===== src/rtl/dmem_bridge_if.sv =====
// Memory-stage / memory-bus signal bundle for dmem_bridge.
// master = bridge view, slave = pipeline + memory view.
interface dmem_bridge_if;
   logic        re;
   logic [3:0]  we;
   logic [29:0] addr;
   logic [31:0] wdata;
   logic [31:0] rdata;
   logic        stall;
   logic        bus_valid;
   logic        bus_ready;
   logic [3:0]  bus_we;
   logic [29:0] bus_addr;
   logic [31:0] bus_wdata;
   logic        bus_rvalid;
   logic [31:0] bus_rdata;
   logic        bus_err;

   modport master (
      input  re, we, addr, wdata, bus_ready, bus_rvalid, bus_rdata,
      output rdata, stall, bus_valid, bus_we, bus_addr, bus_wdata, bus_err
   );

   modport slave (
      output re, we, addr, wdata, bus_ready, bus_rvalid, bus_rdata,
      input  rdata, stall, bus_valid, bus_we, bus_addr, bus_wdata, bus_err
   );
endinterface


===== src/rtl/dmem_bridge.sv =====
// Single-outstanding data-memory bridge between the memory stage and a valid/ready bus.
// Optional REQ+WAIT abort timer enabled by defining DMEM_TIMEOUT_EN.
//
// state | meaning
// IDLE  | no transaction; latch a pending request into bus_* regs
// REQ   | bus_valid high until the bus accepts
// WAIT  | accepted, waiting for bus_rvalid
// DONE  | one-cycle stall release; bus_err pulses here on abort
module dmem_bridge #(
   parameter int unsigned TIMEOUT_CYCLES = 255
) (
   input  logic          clk,
   input  logic          reset,
   dmem_bridge_if.master bus
);

   typedef enum logic [1:0] {IDLE, REQ, WAIT, DONE} state_t;

   state_t state;
   logic   req;
   logic   is_read;
   logic   timeout;

   assign req       = bus.re | (bus.we != 4'b0000);
   assign bus.stall = req & (state != DONE);
   assign is_read   = (bus.bus_we == 4'b0000);

`ifdef DMEM_TIMEOUT_EN
   localparam logic [7:0] TO_LAST = 8'(TIMEOUT_CYCLES - 1);

   logic [7:0] to_cnt;
   logic       err;

   assign timeout     = (to_cnt == TO_LAST);
   assign bus.bus_err = err;
`else
   assign timeout     = 1'b0;
   assign bus.bus_err = 1'b0;
`endif

   always_ff @(posedge clk) begin
      if (reset) begin
         state         <= IDLE;
         bus.rdata     <= 32'h0;
         bus.bus_valid <= 1'b0;
         bus.bus_we    <= 4'b0000;
         bus.bus_addr  <= 30'h0;
         bus.bus_wdata <= 32'h0;
`ifdef DMEM_TIMEOUT_EN
         to_cnt        <= 8'd0;
         err           <= 1'b0;
`endif
      end else begin
`ifdef DMEM_TIMEOUT_EN
         err <= 1'b0;
`endif
         case (state)
            IDLE: begin
               if (req) begin
                  bus.bus_addr  <= bus.addr;
                  bus.bus_wdata <= bus.wdata;
                  bus.bus_we    <= bus.we;
                  bus.bus_valid <= 1'b1;
`ifdef DMEM_TIMEOUT_EN
                  to_cnt        <= 8'd0;
`endif
                  state         <= REQ;
               end
            end

            REQ: begin
               // a same-cycle completion takes priority over the abort timer
               if (bus.bus_ready && bus.bus_rvalid) begin
                  if (is_read) bus.rdata <= bus.bus_rdata;
                  bus.bus_valid <= 1'b0;
                  state         <= DONE;
               end else if (timeout) begin
                  if (is_read) bus.rdata <= 32'hFFFF_FFFF;
                  bus.bus_valid <= 1'b0;
`ifdef DMEM_TIMEOUT_EN
                  err           <= 1'b1;
`endif
                  state         <= DONE;
               end else begin
                  if (bus.bus_ready) begin
                     bus.bus_valid <= 1'b0;
                     state         <= WAIT;
                  end
`ifdef DMEM_TIMEOUT_EN
                  to_cnt <= to_cnt + 8'd1;
`endif
               end
            end

            WAIT: begin
               if (bus.bus_rvalid) begin
                  if (is_read) bus.rdata <= bus.bus_rdata;
                  state <= DONE;
               end else if (timeout) begin
                  if (is_read) bus.rdata <= 32'hFFFF_FFFF;
`ifdef DMEM_TIMEOUT_EN
                  err   <= 1'b1;
`endif
                  state <= DONE;
               end else begin
`ifdef DMEM_TIMEOUT_EN
                  to_cnt <= to_cnt + 8'd1;
`endif
               end
            end

            DONE: begin
               state <= IDLE;
            end

            default: begin
               state         <= IDLE;
               bus.bus_valid <= 1'b0;
            end
         endcase
      end
   end

endmodule


===== src/flat_wrapper.sv =====
// flat-port wrapper written by rule: the top's interface ports become plain ports
module dmem_bridge_flat 
#(
   parameter int unsigned TIMEOUT_CYCLES = 255
)
  (clk, reset, bus_re, bus_we, bus_addr, bus_wdata, bus_bus_ready, bus_bus_rvalid, bus_bus_rdata, bus_rdata, bus_stall, bus_bus_valid, bus_bus_we, bus_bus_addr, bus_bus_wdata, bus_bus_err);
  dmem_bridge_if bus_i ();
  input  logic clk;
  input  logic reset;
  input wire logic [$bits(bus_i.re)-1:0] bus_re;
  input wire logic [$bits(bus_i.we)-1:0] bus_we;
  input wire logic [$bits(bus_i.addr)-1:0] bus_addr;
  input wire logic [$bits(bus_i.wdata)-1:0] bus_wdata;
  input wire logic [$bits(bus_i.bus_ready)-1:0] bus_bus_ready;
  input wire logic [$bits(bus_i.bus_rvalid)-1:0] bus_bus_rvalid;
  input wire logic [$bits(bus_i.bus_rdata)-1:0] bus_bus_rdata;
  output wire logic [$bits(bus_i.rdata)-1:0] bus_rdata;
  output wire logic [$bits(bus_i.stall)-1:0] bus_stall;
  output wire logic [$bits(bus_i.bus_valid)-1:0] bus_bus_valid;
  output wire logic [$bits(bus_i.bus_we)-1:0] bus_bus_we;
  output wire logic [$bits(bus_i.bus_addr)-1:0] bus_bus_addr;
  output wire logic [$bits(bus_i.bus_wdata)-1:0] bus_bus_wdata;
  output wire logic [$bits(bus_i.bus_err)-1:0] bus_bus_err;
  assign bus_i.re = bus_re;
  assign bus_i.we = bus_we;
  assign bus_i.addr = bus_addr;
  assign bus_i.wdata = bus_wdata;
  assign bus_i.bus_ready = bus_bus_ready;
  assign bus_i.bus_rvalid = bus_bus_rvalid;
  assign bus_i.bus_rdata = bus_bus_rdata;
  assign bus_rdata = bus_i.rdata;
  assign bus_stall = bus_i.stall;
  assign bus_bus_valid = bus_i.bus_valid;
  assign bus_bus_we = bus_i.bus_we;
  assign bus_bus_addr = bus_i.bus_addr;
  assign bus_bus_wdata = bus_i.bus_wdata;
  assign bus_bus_err = bus_i.bus_err;
  dmem_bridge #(.TIMEOUT_CYCLES(TIMEOUT_CYCLES)) u_core (.clk(clk), .reset(reset), .bus(bus_i));
endmodule

===== config.mk =====
export PLATFORM = sky130hd
export DESIGN_NAME = dmem_bridge_flat
export DESIGN_NICKNAME = d
export VERILOG_FILES = /design/src/rtl/dmem_bridge_if.sv /design/src/rtl/dmem_bridge.sv /design/src/flat_wrapper.sv
export SDC_FILE = /design/constraint.sdc
export NUM_CORES = 1
export LEC_CHECK = 0
export ABC_AREA = 1
export CORE_MARGIN = 5
export CORE_UTILIZATION = 43
export CTS_BUF_LIST = sky130_fd_sc_hd__clkbuf_4 sky130_fd_sc_hd__clkbuf_8
export CTS_CLUSTER_DIAMETER = 150
export DETAILED_ROUTE_END_ITERATION = 16
export MAX_ROUTING_LAYER = met4
export PLACE_DENSITY = 0.95
export SETUP_SLACK_MARGIN = 0.3
export SYNTH_ARGS = -nofsm -noshare
export SYNTH_HDL_FRONTEND = slang
export SYNTH_SLANG_ARGS = --single-unit

===== constraint.sdc =====
create_clock -name clk -period 3.1 [get_ports clk]
set_clock_uncertainty 0.05 [all_clocks]
set_input_delay 0.62 -clock clk [delete_from_list [all_inputs] [get_ports clk]]
set_output_delay 0.62 -clock clk [all_outputs]
set_load 0.05 [all_outputs]

==> flow_metrics.tcl, run 1 <==
set metrics [dict create \
    critPathSlowestCell "clkdlybuf4s50_1" \
    fmax_mhz 435 \
    dp_hpwl_mm 8.72 \
    ant_nets 0 \
    tightest_slew_ns 1.06 \
    post-cts-setup-buffers 0 \
    critPathCaptureType "output port" \
    grt_pass1_wl_mm 17.3 \
    pre_cts_ws_ns 0.535 \
    start_kind "input port" \
    drt_wl_total_mm 11.5 \
    crit_required_ns 2.43 \
    layout_min_cycle_time_ns 2.30 \
    synth_seq_cells 101 \
    postLayoutSetupSlackWorst_ns 0.799 \
    rsz0062_at_grt "false" \
    overflow 0 \
    crit_chain "clkdlybuf4s50_1 > nor2_2 > nand3_2 > nand2_1 > inv_1 > buf_4" \
    finalMaxSlewViolations 0 \
    fillers 625 \
    clockBufferDepth 2 \
    num-nets-final 771 \
    antenna_found_initial 0 \
    syn2layout_area_growth_pct 59.8 \
    tns_ns 0 \
    synth_cell_types 20 \
    start_util_pct 44.5 \
    syn_area_sq_um 3700 \
    leakage_nw 2.36 \
    antenna_cells 0 \
    grt_pass1_vias 3686 \
    post_cts_resized 0 \
    mostFrequentLayoutCells "nor2_1, clkdlybuf4s50_1, dfxtp_1, o21ai_0, o21ai_1" \
    critPathMaxStageDelay_ns 0.43 \
    syn_inst 477 \
    critPathKind "input port to output port" \
    relSlewSlack_pct 29.5 \
    htree_levels 3 \
    placed_area_sq_um 5690 \
    ys_seq_area_share_pct 54.7 \
    setup_viol 0 \
    min_path_type "flip-flop to flip-flop" \
    drtPass1Iterations 6 \
    hold_viol_final 0 \
    grtUsageTotal_pct 21.3 \
    cp.arrival_ns 1.63 \
    io_buffers 202 \
    synth-warning-count 0 \
    gp_congestion 0.879 \
    powerDensity_nw_per_um2 1140 \
    vias 3785 \
    holdBufCountCts 0 \
    crit_fanout 3 \
    fp.dieW_um 103 \
    run_status "complete, no violations" \
    synth_nets 585 \
    row_count 33 \
    cts_tree "built" \
    cp_num_buf_inv 3 \
    cts_buffers 9 \
    core-area_sq_um 8300 \
    stdcell_area_sq_um 5910 \
    cts-root-buf "clkbuf_8" \
    boundaryPins 204 \
    path_delay_family "buffers and inverters" \
    syn_area_per_cell_sq_um 7.75 \
    insertion_delay_ns 0.34 \
    drt_iter0_drc 124 \
    drcViolationCount 0 \
    routedWlPerCell_um 14.9 \
    die_y_um 103 \
    numClockSinks 101 \
    drv.max_cap_violation_count 0 \
    drive_gt1_share_pct 4.05 \
    grt_max_degree 67 \
    post-route-period-util_pct 74.2 \
    path_clk_slew_ns 0.09 \
    peakVddDrop_uv 796 \
    dieArea_sq_um 10600 \
    drt-vias-per-instance 4.90 \
]
cell type report:
| type | count | area, sq um | share of cell area, % |
|---|---|---|---|
| multi-input cells | 332 | 1450 | 24.5 |
| flip-flops and latches | 101 | 2020 | 34.2 |
| clock buffers | 10 | 131 | 2.22 |
| repair buffers | 205 | 2040 | 34.6 |
| well taps | 105 | 131 | 2.22 |
| inverters | 14 | 52.6 | 0.889 |
| clock inverters | 5 | 83.8 | 1.42 |
through the flow:
step / power, mW / cells / hold WS [ns] / util, %
floorplan: 4.68 / 477 / 0.453 / -
global placement: 5.74 / 757 / 0.411 / 68.6
detailed placement: 5.87 / 757 / 0.420 / 68.6
CTS: 6.77 / 772 / 0.434 / 71.2
global route: 7.11 / 772 / 0.466 / 71.2
finish: 6.71 / 772 / 0.434 / 71.2
worst reg2reg max path: stages (launching register included):
cell	delay (ns)
dfxtp_1	0.42
inv_1	0.13
ha_1	0.21
inv_1	0.08
nor2_1	0.04
nor2_1	0.12
nand2_2	0.30
inv_2	0.55
nor2_1	0.11
nor2_1	0.14
report_power, final:
part / internal, mW / switching, mW
Clock: 0.463 / 0.432
Combinational: 1.20 / 2.62
Sequential: 1.75 / 0.243
Total: 3.42 / 3.30
cells in the mapped netlist:
| cell type | number | share of area [%] |
|---|---|---|
| a21oi_1 | 4 | 0.54 |
| ha_1 | 5 | 1.7 |
| nand2_2 | 2 | 0.34 |
| clkbuf_1 | 12 | 1.2 |
| nor2_2 | 2 | 0.34 |
| o21bai_1 | 1 | 0.20 |
| buf_6 | 5 | 1.5 |
| inv_1 | 11 | 1.1 |
| nand3_2 | 1 | 0.27 |
| inv_2 | 3 | 0.30 |
| nor2_1 | 201 | 20 |
| o21ai_0 | 57 | 7.7 |
| nand2_1 | 11 | 1.1 |
| o21ai_1 | 41 | 5.6 |
| dfxtp_1 | 101 | 55 |
| nand4_1 | 1 | 0.17 |
| buf_4 | 4 | 0.81 |
| buf_2 | 9 | 1.2 |
| nand3_1 | 5 | 0.68 |
| conb_1 | 1 | 0.10 |
path summary, 6_finish.rpt:
path                                            from                    to  slack, ns  cells after the start
worst max register to register       u_core.state[0]  u_core.bus.rdata[13]       0.88                      9
worst max-delay path                       bus_we[3]             bus_stall       0.80                      6
worst min register to register  u_core.bus.bus_we[2]  u_core.bus.bus_we[2]       0.43                      2
worst min-delay path            u_core.bus.bus_we[2]  u_core.bus.bus_we[2]       0.43                      2
layer usage:
metal	part of all wire (%)	vias to the layer above	wire length, um	track usage [%]
met5	0	-	0	-
met3	7.0	24	807	3.11
li1	-	1883	-	-
met2	51	157	5910	37.3
met1	38	1721	4420	23.9
met4	3.3	0	377	9.59
registers in the layout, indices dropped and copies added (netlist names):
register	count
u_core.bus.bus_we	4
u_core.bus.bus_wdata	32
u_core.bus.bus_valid	1
u_core.bus.bus_addr	30
u_core.state	2
u_core.bus.rdata	32
cell families (layout without fill, tap and decap cells):
group	Yosys count	count (layout)	synth area share (%)
flip-flops	101	101	54.7
AO/OA/AOI/OAI	103	103	14.0
buffers and inverters	44	234	6.19
AND/OR/NAND/NOR	223	223	23.3
adder cells (fa/ha/maj)	5	5	1.69
other	1	1	0.101
Note: power is estimated with default switching activity, not from simulation.
==> inputs of run 2 (changes only) <==
--- a/config.mk
+++ b/config.mk
@@ -7,12 +7,12 @@
 export LEC_CHECK = 0
 export ABC_AREA = 1
 export CORE_MARGIN = 5
-export CORE_UTILIZATION = 43
+export CORE_UTILIZATION = 36
 export CTS_BUF_LIST = sky130_fd_sc_hd__clkbuf_4 sky130_fd_sc_hd__clkbuf_8
 export CTS_CLUSTER_DIAMETER = 150
 export DETAILED_ROUTE_END_ITERATION = 16
 export MAX_ROUTING_LAYER = met4
-export PLACE_DENSITY = 0.95
+export PLACE_DENSITY = 0.87
 export SETUP_SLACK_MARGIN = 0.3
 export SYNTH_ARGS = -nofsm -noshare
 export SYNTH_HDL_FRONTEND = slang
==> constraint.sdc (replaced) <==
create_clock -name clk -period 2.1 [get_ports clk]
set_clock_uncertainty 0.05 [all_clocks]
set_input_delay 0.42 -clock clk [delete_from_list [all_inputs] [get_ports clk]]
set_output_delay 0.42 -clock clk [all_outputs]
set_load 0.05 [all_outputs]
==> run 2 against run 1 <==
Global-route usage shrank 2.4 points; worst hold slack lost 0.090 ns; first-iteration DRC count grew 62%; critical path depth shrank 5; largest power group unchanged; highest routed layer unchanged.
==> flow_metrics.tcl, run 2 (synthesized netlist as in run 1, its figures left out) <==
set metrics [dict create \
    run_status "complete, no violations" \
    fp.dieW_um 111 \
    drcViolationCount 0 \
    fillers 949 \
    cp.arrival_ns 1.26 \
    drt_iter0_drc 201 \
    boundaryPins 204 \
    vias 3800 \
    r2r_start "u_core.state[1]" \
    crit_chain "dlygate4sd2_1" \
    post-route-period-util_pct 82.3 \
    hold_depth 3 \
    relSlewSlack_pct 62.2 \
    tightest_slew_ns 0.569 \
    drive_gt1_share_pct 7.05 \
    gp_congestion 0.758 \
    clockBufferDepth 2 \
    grt_pass1_vias 3837 \
    fmax_mhz 579 \
    ant_nets 0 \
    p_int_mw 4.77 \
    mostFrequentLayoutCells "nor2_1, dlygate4sd2_1, dfxtp_1, clkdlybuf4s50_1, o21ai_0" \
    seqPwrFrac_pct 30.3 \
    crit_fanout 3 \
    drt-vias-per-instance 4.65 \
    start_util_pct 36.3 \
    whs_ns 0.345 \
    switching_share_pct 50.6 \
    grtUsageTotal_pct 18.9 \
    grt_max_degree 58 \
    p_sw_mw 4.88 \
    whs_endpoint "u_core.bus.bus_we[2]" \
    drv.max_cap_violation_count 0 \
    num-nets-final 784 \
    htree_levels 3 \
    start_kind "flip-flop" \
    io_buffers 202 \
    drtPass1Iterations 5 \
    critPathSlowestCell "dlygate4sd2_1" \
    setup_viol 0 \
    hold_viol_final 0 \
    finalMaxSlewViolations 0 \
    peakVddDrop_uv 872 \
    final_common_cell "nor2_1" \
    row_count 37 \
    critPathCaptureType "output port" \
    critPathMaxStageDelay_ns 0.55 \
    crit_required_ns 1.63 \
    top_regs "u_core.bus.bus_wdata: 32 flops, u_core.bus.rdata: 32 flops, u_core.bus.bus_addr: 30 flops" \
    critPathKind "flip-flop to output port" \
    routedWlPerCell_um 14.1 \
    die_y_um 111 \
    antenna_found_initial 0 \
    reg2regPathDepth 8 \
    grt_pass1_wl_mm 18.8 \
    rr_endpoint "u_core.bus.rdata[24]" \
    antenna_cells 0 \
    numClockSinks 101 \
    hold_path_startpoint "bus_we[2]" \
    cts_tree "built" \
    p_clk_share_pct 13.3 \
    stdcell_area_sq_um 6000 \
    powerDensity_nw_per_um2 1610 \
    syn2layout_area_growth_pct 62.3 \
    drt_wl_total_mm 11.6 \
    layout_min_cycle_time_ns 1.73 \
    overflow 0 \
    path_delay_family "buffers and inverters" \
    leakage_nw 2.83 \
    dp_hpwl_mm 8.81 \
    p_comb_share_pct 56.4 \
    cp-startpoint "u_core.bus.bus_we[2]" \
    min_path_type "input port to flip-flop" \
    cts_buffers 9 \
    path_clk_slew_ns 0.09 \
    cp_num_buf_inv 1 \
    holdBufCountCts 0 \
    dieArea_sq_um 12400 \
    insertion_delay_ns 0.34 \
    core-area_sq_um 10200 \
    tns_ns 0 \
    placed_area_sq_um 5850 \
    rrSetupSlack_ns 0.41 \
    rsz0062_at_grt "true" \
    cts-root-buf "clkbuf_8" \
]
## run 2: layer usage
layer | vias up | wire length, um | GRT usage [%]
met5 | - | 0 | -
met1 | 1754 | 4700 | 20.6
met4 | 0 | 217 | 7.30
li1 | 1909 | - | -
met3 | 16 | 568 | 4.02
met2 | 121 | 6070 | 33.7
## run 2: tightest hold or removal path, cell delays in order
cell	delay (ns)
dlymetal6s2s_1	0.15
nand2_1	0.07
a21oi_1	0.06
## run 2: how the worst max path moves through the flow
stage,cells past startpoint,endpoint
global route,8,u_core.bus.rdata[24]
finish,1,bus_bus_we[2]
floorplan,9,u_core.bus.rdata[10]
detailed placement,6,bus_stall
CTS,6,bus_stall
global placement,6,bus_stall
## run 2: final cells by class
| type | count | area (sq um) | share of cell area [%] |
|---|---|---|---|
| sequential | 101 | 2020 | 33.7 |
| clock inverter | 3 | 42.5 | 0.709 |
| clock buffer | 13 | 173 | 2.88 |
| timing repair buffer | 218 | 2080 | 34.7 |
| inverter | 14 | 52.6 | 0.876 |
| multi-input combinational | 332 | 1450 | 24.2 |
| tap | 136 | 170 | 2.84 |
## run 2: metrics by stage
stage,power [mW],cells,util (%),setup WS (ns)
global placement,8.67,794,57.4,0.132
global route,10.3,817,58.9,0.290
floorplan,6.91,477,-,0.625
CTS,9.72,817,58.8,0.322
finish,9.65,817,58.9,0.372
detailed placement,8.87,794,57.4,0.112
## run 2: power groups by stage
stage               combinational (mW)  clock, mW  sequential [mW]
floorplan                         1.75          0             5.16
global placement                  5.72          0             2.95
detailed placement                5.87          0             3.00
CTS                               5.47       1.32             2.93
global route                      5.85       1.40             3.02
finish                            5.44       1.28             2.92
## run 2: repair_timing
action	in CTS	in global routing
setup endpoints to repair	97	22
resized for setup	102	4
buffers inserted	7	0
pin swaps	3	0
==> inputs of run 3 (changes only) <==
--- a/config.mk
+++ b/config.mk
@@ -7,12 +7,12 @@
 export LEC_CHECK = 0
 export ABC_AREA = 1
 export CORE_MARGIN = 5
-export CORE_UTILIZATION = 36
+export CORE_UTILIZATION = 40
 export CTS_BUF_LIST = sky130_fd_sc_hd__clkbuf_4 sky130_fd_sc_hd__clkbuf_8
 export CTS_CLUSTER_DIAMETER = 150
 export DETAILED_ROUTE_END_ITERATION = 16
 export MAX_ROUTING_LAYER = met4
-export PLACE_DENSITY = 0.87
+export PLACE_DENSITY = 0.91
 export SETUP_SLACK_MARGIN = 0.3
 export SYNTH_ARGS = -nofsm -noshare
 export SYNTH_HDL_FRONTEND = slang
==> constraint.sdc (replaced) <==
create_clock -name clk -period 1.78 [get_ports clk]
set_clock_uncertainty 0.05 [all_clocks]
set_input_delay 0.356 -clock clk [delete_from_list [all_inputs] [get_ports clk]]
set_output_delay 0.356 -clock clk [all_outputs]
set_load 0.05 [all_outputs]
==> run 3 against run 2 <==
Non-clock buffer count is 23 higher; clock power is 6% higher; total power is 34% higher; largest cell class unchanged; highest routed layer unchanged.
==> flow_metrics.tcl, run 3 (synthesized netlist as in run 1, its figures left out) <==
set metrics [dict create \
    htree_levels 3 \
    ant_nets 0 \
    cts_buffers 9 \
    numClockSinks 101 \
    gp_congestion 0.841 \
    vias 3991 \
    holdBufCountCts 0 \
    setup_viol 0 \
    top_usage_layer "met2" \
    placed_cells 777 \
    die_y_um 106 \
    finalMaxSlewViolations 0 \
    drive_gt1_share_pct 31.8 \
    mostFrequentLayoutCells "nor2_1, buf_4, dfxtp_1, clkdlybuf4s50_1, o21ai_1" \
    clockBufferDepth 2 \
    reg2regPathDepth 12 \
    routedWlPerCell_um 16.0 \
    drt_wl_total_mm 13.0 \
    peakVddDrop_uv 922 \
    cts-root-buf "clkbuf_8" \
    antenna_found_initial 1 \
    num-nets-final 807 \
    drt_iter0_drc 146 \
    globalRouteMet3Util_pct 4.07 \
    drt-vias-per-instance 4.89 \
    crit_fanout 8 \
    fp.dieW_um 106 \
    row_count 35 \
    crit_required_ns 2.02 \
    critPathCaptureType "flip-flop" \
    grt_max_degree 52 \
    cp.arrival_ns 1.87 \
    stdcell_area_sq_um 6430 \
    cts_tree "built" \
    grt_pass1_vias 4004 \
    whs_endpoint "u_core.bus.bus_we[2]" \
    drv.max_cap_violation_count 0 \
    syn2layout_area_growth_pct 74.0 \
    powerDensity_nw_per_um2 2000 \
    start_util_pct 40.6 \
    grt_pass1_wl_mm 19.8 \
    critPathKind "flip-flop to flip-flop" \
    layout.cells.non_filler 816 \
    hold_depth 3 \
    leakage_nw 2.84 \
    final_common_cell "nor2_1" \
    io_buffers 202 \
    use_met2_pct 40.0 \
    layout_min_cycle_time_ns 1.63 \
    hold_viol_final 0 \
    boundaryPins 204 \
    use_met1_pct 24.9 \
    insertion_delay_ns 0.35 \
    drcViolationCount 0 \
    rsz0062_at_grt "true" \
    placed_area_sq_um 5700 \
    start_kind "flip-flop" \
    path_clk_slew_ns 0.09 \
    top_regs "u_core.bus.bus_wdata: 32 flops, u_core.bus.rdata: 32 flops, u_core.bus.bus_addr: 30 flops" \
    overflow 0 \
    dp_hpwl_mm 8.93 \
    dieArea_sq_um 11300 \
    r2r_start "u_core.state[0]" \
    rr_endpoint "u_core.bus.rdata[23]" \
    grtUsageTotal_pct 22.6 \
    rrSetupSlack_ns 0.15 \
    drtPass1Iterations 6 \
    min_path_type "input port to flip-flop" \
    post-route-period-util_pct 91.7 \
    run_status "complete, no violations" \
    core-area_sq_um 9110 \
    fmax_mhz 613 \
    hold_path_startpoint "bus_we[2]" \
]
-- run 3: cell count changes in the layout (fill, tap and decap cells not counted), moves of 9 or more --
| cell | previous run | this run |
|---|---|---|
| buf_4 | 14 | 116 |
| dlygate4sd2_1 | 100 | 5 |
| nor2_1 | 201 | 164 |
| o21ai_0 | 57 | 26 |
| nor2_2 | 1 | 27 |
| o21ai_1 | 41 | 63 |
| nor2_4 | 1 | 12 |
| o21ai_2 | 0 | 9 |
-- run 3: report_power, final --
group	leakage, nW	internal [mW]	switching (mW)
Sequential	0.836	3.06	0.541
Combinational	1.92	2.89	5.05
Clock	0.0842	0.538	0.821
Total	2.84	6.49	6.41
-- run 3: worst max-delay path by stage --
stage | start | endpoint | cells after the start
2_1_floorplan | u_core.state[0] | u_core.bus.rdata[10] | 9
3_3_place_gp | bus_we[1] | bus_stall | 6
3_5_place_dp | bus_we[0] | u_core.bus.bus_wdata[18] | 8
4_1_cts | u_core.state[1] | bus_stall | 5
5_1_grt | u_core.state[0] | u_core.bus.rdata[23] | 12
6_report | u_core.state[0] | u_core.bus.rdata[23] | 12
-- run 3: cell type report --
| cell class | count | area [sq um] |
|---|---|---|
| repair buffers | 241 | 2310 |
| multi-input cells | 332 | 1710 |
| diodes | 1 | 2.50 |
| clock inverters | 6 | 47.5 |
| flip-flops and latches | 101 | 2030 |
| fillers | 713 | 2670 |
| well taps | 111 | 139 |
| inverters | 14 | 65.1 |
| clock buffers | 10 | 131 |
-- run 3: metrics by stage --
step	power, mW	hold WS [ns]	setup slack (ns)	setup TNS (ns)	util (%)
6_report	12.9	0.375	0.148	0	70.6
5_1_grt	13.6	0.359	0.0571	0	70.6
4_1_cts	12.5	0.351	0.182	0	68.4
3_5_place_dp	10.5	0.424	-0.0793	-2.81	62.5
3_3_place_gp	10.3	0.415	-0.0945	-1.96	62.5
2_1_floorplan	8.15	0.375	0.305	0	-
-- run 3: per-layer routing --
metal	up-vias	part of all wire, %
li1	1960	-
met1	1848	39
met2	150	53
met3	33	5.0
met4	0	3.1
met5	-	0
-- run 3: worst max-delay path, stage by stage (launching register included) --
cell	delay, ns
dfxtp_4	0.40
inv_4	0.05
ha_4	0.16
inv_4	0.06
nor2_2	0.04
nor2_2	0.13
nand2_2	0.08
buf_6	0.12
inv_6	0.06
buf_6	0.13
buf_16	0.14
nor2_2	0.04
nor2_1	0.11
-- run 3: timing repair --
action | 4_1_cts | 5_1_grt
setup buffers | 9 | 9
endpoints found under the setup margin | 99 | 39
gates resized for setup | 95 | 40
pin swaps | 33 | 22
cloned | 4 | 0
